<file path="src/rtl/mem_arbiter.sv">
// Two-requester arbiter sharing one physical memory port.
// D-side is preferred; a starvation streak guarantees I-side progress.
module mem_arbiter #(
    parameter int STARVE_LIMIT = 3
) (
    input  logic        clk,
    input  logic        rst,
    input  logic        i_req,
    input  logic [15:0] i_addr,
    output logic [15:0] i_rdata,
    output logic        i_resp,
    input  logic        d_read,
    input  logic        d_write,
    input  logic [15:0] d_addr,
    input  logic [15:0] d_wdata,
    output logic [15:0] d_rdata,
    output logic        d_resp,
    output logic        pmem_read,
    output logic        pmem_write,
    output logic [15:0] pmem_addr,
    output logic [15:0] pmem_wdata,
    input  logic [15:0] pmem_rdata,
    input  logic        pmem_resp
);

    localparam int SW = (STARVE_LIMIT < 1) ? 1 : $clog2(STARVE_LIMIT + 1);
    localparam logic [SW-1:0] LIM = SW'(STARVE_LIMIT);

    typedef enum logic [1:0] {
        IDLE,
        I_BUSY,
        D_BUSY,
        DONE
    } state_t;

    state_t        r_state;
    state_t        w_next;
    logic [SW-1:0] r_streak;
    logic          r_pmem_read;
    logic          r_pmem_write;
    logic [15:0]   r_pmem_addr;
    logic [15:0]   r_pmem_wdata;
    logic          r_i_resp;
    logic          r_d_resp;
    logic [15:0]   r_i_rdata;
    logic [15:0]   r_d_rdata;

    logic w_d_req;
    logic w_grant_i;
    logic w_grant_d;

    assign w_d_req   = d_read | d_write;
    assign w_grant_i = i_req & (~w_d_req | (r_streak == LIM));
    assign w_grant_d = w_d_req & ~w_grant_i;

    // State register
    always_ff @(posedge clk or posedge rst) begin
        if (rst) begin
            r_state <= IDLE;
        end else begin
            r_state <= w_next;
        end
    end

    // Next-state: arbitrate in IDLE, wait for memory in BUSY, one-cycle DONE
    always_comb begin
        w_next = r_state;
        case (r_state)
            IDLE: begin
                if (w_grant_i) begin
                    w_next = I_BUSY;
                end else if (w_grant_d) begin
                    w_next = D_BUSY;
                end
            end
            I_BUSY, D_BUSY: begin
                if (pmem_resp) begin
                    w_next = DONE;
                end
            end
            DONE: w_next = IDLE;
            default: w_next = IDLE;
        endcase
    end

    // Latch the granted request, drive the port, and capture read data
    always_ff @(posedge clk or posedge rst) begin
        if (rst) begin
            r_streak     <= '0;
            r_pmem_read  <= 1'b0;
            r_pmem_write <= 1'b0;
            r_pmem_addr  <= '0;
            r_pmem_wdata <= '0;
            r_i_resp     <= 1'b0;
            r_d_resp     <= 1'b0;
            r_i_rdata    <= '0;
            r_d_rdata    <= '0;
        end else begin
            r_i_resp  <= 1'b0;
            r_d_resp  <= 1'b0;
            r_i_rdata <= '0;
            r_d_rdata <= '0;
            case (r_state)
                IDLE: begin
                    if (w_grant_i) begin
                        r_pmem_read  <= 1'b1;
                        r_pmem_write <= 1'b0;
                        r_pmem_addr  <= i_addr;
                        r_pmem_wdata <= '0;
                        r_streak     <= '0;
                    end else if (w_grant_d) begin
                        r_pmem_read  <= ~d_write;
                        r_pmem_write <= d_write;
                        r_pmem_addr  <= d_addr;
                        r_pmem_wdata <= d_wdata;
                        if (i_req && (r_streak != LIM)) begin
                            r_streak <= r_streak + SW'(1);
                        end
                    end
                end
                I_BUSY, D_BUSY: begin
                    if (pmem_resp) begin
                        r_pmem_read  <= 1'b0;
                        r_pmem_write <= 1'b0;
                        if (r_state == I_BUSY) begin
                            r_i_resp  <= 1'b1;
                            r_i_rdata <= pmem_rdata;
                        end else begin
                            r_d_resp  <= 1'b1;
                            r_d_rdata <= pmem_rdata;
                        end
                    end
                end
                default: begin
                end
            endcase
        end
    end

    assign pmem_read  = r_pmem_read;
    assign pmem_write = r_pmem_write;
    assign pmem_addr  = r_pmem_addr;
    assign pmem_wdata = r_pmem_wdata;
    assign i_resp     = r_i_resp;
    assign d_resp     = r_d_resp;
    assign i_rdata    = r_i_rdata;
    assign d_rdata    = r_d_rdata;

endmodule

</file>
<file path="config.mk">
export PLATFORM = sky130hd
export DESIGN_NAME = mem_arbiter
export DESIGN_NICKNAME = d
export VERILOG_FILES = /design/src/rtl/mem_arbiter.sv
export SDC_FILE = /design/constraint.sdc
export NUM_CORES = 1
export LEC_CHECK = 0
export CORE_ASPECT_RATIO = 0.75
export CORE_UTILIZATION = 40
export DETAILED_ROUTE_END_ITERATION = 10
export PLACE_DENSITY = 0.89
export REMOVE_ABC_BUFFERS = 1
export SLEW_MARGIN = 15
export SYNTH_ARGS = -nofsm -noshare
export SYNTH_HDL_FRONTEND = slang
export SYNTH_SLANG_ARGS = --single-unit
</file>
<file path="constraint.sdc">
create_clock -name clk -period 2.51 [get_ports clk]
set_input_delay 0.502 -clock clk [delete_from_list [all_inputs] [get_ports clk]]
set_output_delay 0.502 -clock clk [all_outputs]
set_load 0.05 [all_outputs]
</file>
==> results.py <==
metrics = {
    "run_status": {
        "status": "complete, no violations",
    },
    "detailed_routing": {
        "wl_met1_um": 3140,
        "vias_per_cell": 5.14,
        "antenna_left": 0,
        "vias": 2381,
        "drt_iter0_markers": 113,
        "highest_layer": "met4",
        "detail_route.wl_per_cell_um": 15.6,
        "post-route-drc-count": 0,
        "dr_wl_met3_um": 483,
        "drt-total-wl_um": 7230,
        "drt-pass1-iter-count": 4,
        "wl_met2_um": 3540,
    },
    "critical_path": {
        "r2r-end": "pmem_wdata[1]",
        "reg2reg_setup_slack_ns": 0.71,
        "critical-path-top-delay-family": "buffers and inverters",
        "critPathSlowestCell": "clkdlybuf4s50_1",
        "crit_type": "flop to output pin",
        "critPathBufInv": 1,
        "worst_setup_path_start_kind": "flop",
        "crit_cells": 1,
        "crit_start": "pmem_wdata[1]",
        "cp.arrival_ns": 1.53,
        "crit_path_max_fanout": 2,
        "cp.required_ns": 2.01,
        "rr_worst_depth": 6,
        "worstPathCellList": "clkdlybuf4s50_1",
        "crit_end": "pmem_wdata[1]",
        "cp-end-kind": "output pin",
        "r2r-start": "r_state[0]",
        "slowest_delay_ns": 0.83,
    },
    "global_route": {
        "grt_pass1_vias": 2279,
        "grt_max_degree": 73,
        "grt-ovfl-total": 0,
        "antenna_found_initial": 0,
        "track_usage_pct": 19.6,
        "grt_first_pass_wirelength_um": 11100,
    },
    "worst_hold_path": {
        "hp-class": "flop to flop",
        "hold_path_depth": 2,
    },
    "clock_tree": {
        "clock_sink_count": 72,
        "insertion_delay_ns": 0.35,
        "cts_resized": 0,
        "ctsLongestPathBuffers": 2,
        "cts_tree": "built",
        "postCtsHoldBufs": 0,
        "path_clk_slew_ns": 0.07,
        "cts_setup_buffers": 0,
        "h-tree-depth": 3,
        "clock-root-buffer": "clkbuf_8",
        "numCtsBuffers": 9,
    },
    "synth": {
        "synth.top_cells.by_count": "72 x dfrtp_1, 33 x and2_1, 18 x nor2_1",
        "synth_adder_area_share_pct": 1.32,
        "synthTopCellsByArea": "dfrtp_1 63%, and2_1 7.3%, a22o_1 5.2%",
        "synthXorXnorAreaFrac_pct": 0,
        "synth_area_per_cell_sq_um": 12.1,
        "synth_async_sr_flop_share_pct": 100,
        "synth_edf_count": 0,
        "netlist_instances": 235,
        "synth_compound_area_share_pct": 18.6,
        "synthDominantAreaCellType": "dfrtp_1",
        "yosys_warnings": 0,
        "synth_ff_type": "dfrtp_1",
        "synth_top_family_by_area": "compound AO/OA/AOI/OAI gates",
        "netlist.area_leader.share_pct": 63.4,
        "synthSimpleGateAreaFrac_pct": 11.5,
        "synth_seq_area_share_pct": 63.4,
        "yosysMostFrequentCell": "dfrtp_1",
        "synthMuxAreaShare_pct": 1.19,
        "ys_ff_latch": 72,
        "netlist_area_sq_um": 2840,
        "yosysUniqueCellTypes": 28,
    },
    "sta": {
        "fin_ws_ns": 0.474,
        "timing.fmax_ghz": 0.491,
        "setup_viol_count_final": 0,
        "finClkSkew_ns": 0.00989,
        "holdWs_ns": 0.505,
        "hold_viol": 0,
        "tightest_slew_ns": 0.616,
        "slew_viol_final": 0,
        "tns_ns": 0,
        "slew_headroom_pct": 58.9,
        "min_period_ns": 2.04,
        "rsz0062_at_grt": "false",
        "period_share_pct": 81.1,
    },
    "power_and_ir_drop": {
        "leakagePower_nw": 1.97,
        "p_comb_share_pct": 53.5,
        "p_sw_mw": 2.74,
        "p_clk_share_pct": 17.9,
        "internal-power_mw": 3.43,
        "swShare_pct": 44.5,
        "power.share.sequential_pct": 28.6,
        "power.density_nw_per_um2": 1370,
        "vdd_drop_max_uv": 724,
    },
    "place": {
        "dpl.cell_count": 447,
        "io_buffers": 137,
        "place_congestion": 0.800,
        "pre_cts_ws_ns": 0.281,
        "place_hpwl_um": 5170,
    },
    "cells_and_area": {
        "design.final.nets": 447,
        "syn_to_final_growth_pct": 58.8,
        "post-route-util_pct": 66.1,
        "final_layout_size_suffix_gt1_share_pct": 7.65,
        "num_antenna_cells": 0,
        "fin_cells": 463,
    },
    "die": {
        "io_pins": 138,
        "initial_utilization_pct": 41.6,
        "dieArea_sq_um": 7450,
        "fp.dieH_um": 75.0,
        "num_rows": 26,
        "coreArea_sq_um": 6830,
        "die_w_um": 99.3,
    },
    "run": {
        "drv_cap": 0,
    },
}
-- metal layers --
layer / global-route usage (%) / vias to the layer above
li1: - / 1096
met1: 25.1 / 1168
met2: 32.2 / 106
met3: 6.96 / 11
met4: 5.56 / 0
met5: 0 / -
-- how the worst min path moves through the flow --
stage,start,end,slack [ns]
after floorplan,r_streak[1],r_streak[1],0.45
after global placement,r_streak[1],r_streak[1],0.47
after detailed placement,r_streak[1],r_streak[1],0.49
after CTS,r_streak[1],r_streak[1],0.51
after global routing,pmem_wdata[15],pmem_wdata[15],0.52
final,r_streak[1],r_streak[1],0.50
-- cells in the final DEF, fill, tap and decap left out --
master,n
a211oi_2,1
a21o_1,2
a21oi_1,17
a21oi_4,1
a22o_1,17
a31oi_1,16
and2_1,33
and3_1,2
buf_12,1
buf_4,4
bufinv_16,3
clkbuf_1,1
clkbuf_8,9
clkdlybuf4s50_1,137
clkinv_4,1
clkinvlp_4,1
dfrtp_1,72
ha_1,3
inv_1,4
inv_2,1
inv_6,1
mux2_2,3
nand2_1,5
nand3_1,1
nor2_1,18
nor2b_1,1
nor3_1,2
o21ai_0,17
o21ba_2,1
o21bai_4,1
o22ai_1,1
o31a_1,1
o31ai_4,1
-- layout make-up --
class,instances,area [sq um]
clock buffer,10,128
clock inverter,6,115
fill,516,2320
inverter,5,18.8
multi-input combinational,144,926
sequential,72,1800
tap,84,105
timing repair buffer,142,1420
-- cell families (layout without fill, tap and decap cells) --
family / count (synthesis) / after routing
buffers and inverters: 19 / 163
adders and majority gates: 3 / 3
DFF: 72 / 72
and+or+nand+nor: 62 / 62
muxes: 3 / 3
AOI/OAI and AO/OA: 76 / 76
-- stage by stage --
stage | instance area, sq um | total power, mW
after floorplan | 2750 | 3.93
after global placement | 4270 | 5.01
after detailed placement | 4270 | 5.10
after CTS | 4520 | 6.21
after global routing | 4520 | 6.48
final | 4520 | 6.17
-- power groups by stage --
stage	Combinational (mW)	Clock (mW)	Sequential, mW
final	3.30	1.10	1.76
after global routing	3.49	1.19	1.81
after CTS	3.32	1.13	1.77
after detailed placement	3.31	0	1.78
after global placement	3.23	0	1.78
after floorplan	0.869	0	3.06
-- flip-flops by register name (all words and copies together) (netlist names) --
signal / count
d_rdata: 16
d_resp: 1
i_rdata: 16
i_resp: 1
pmem_addr: 16
pmem_read: 1
pmem_wdata: 16
pmem_write: 1
r_state: 2
r_streak: 2
Power figures use the tool's default switching activity.
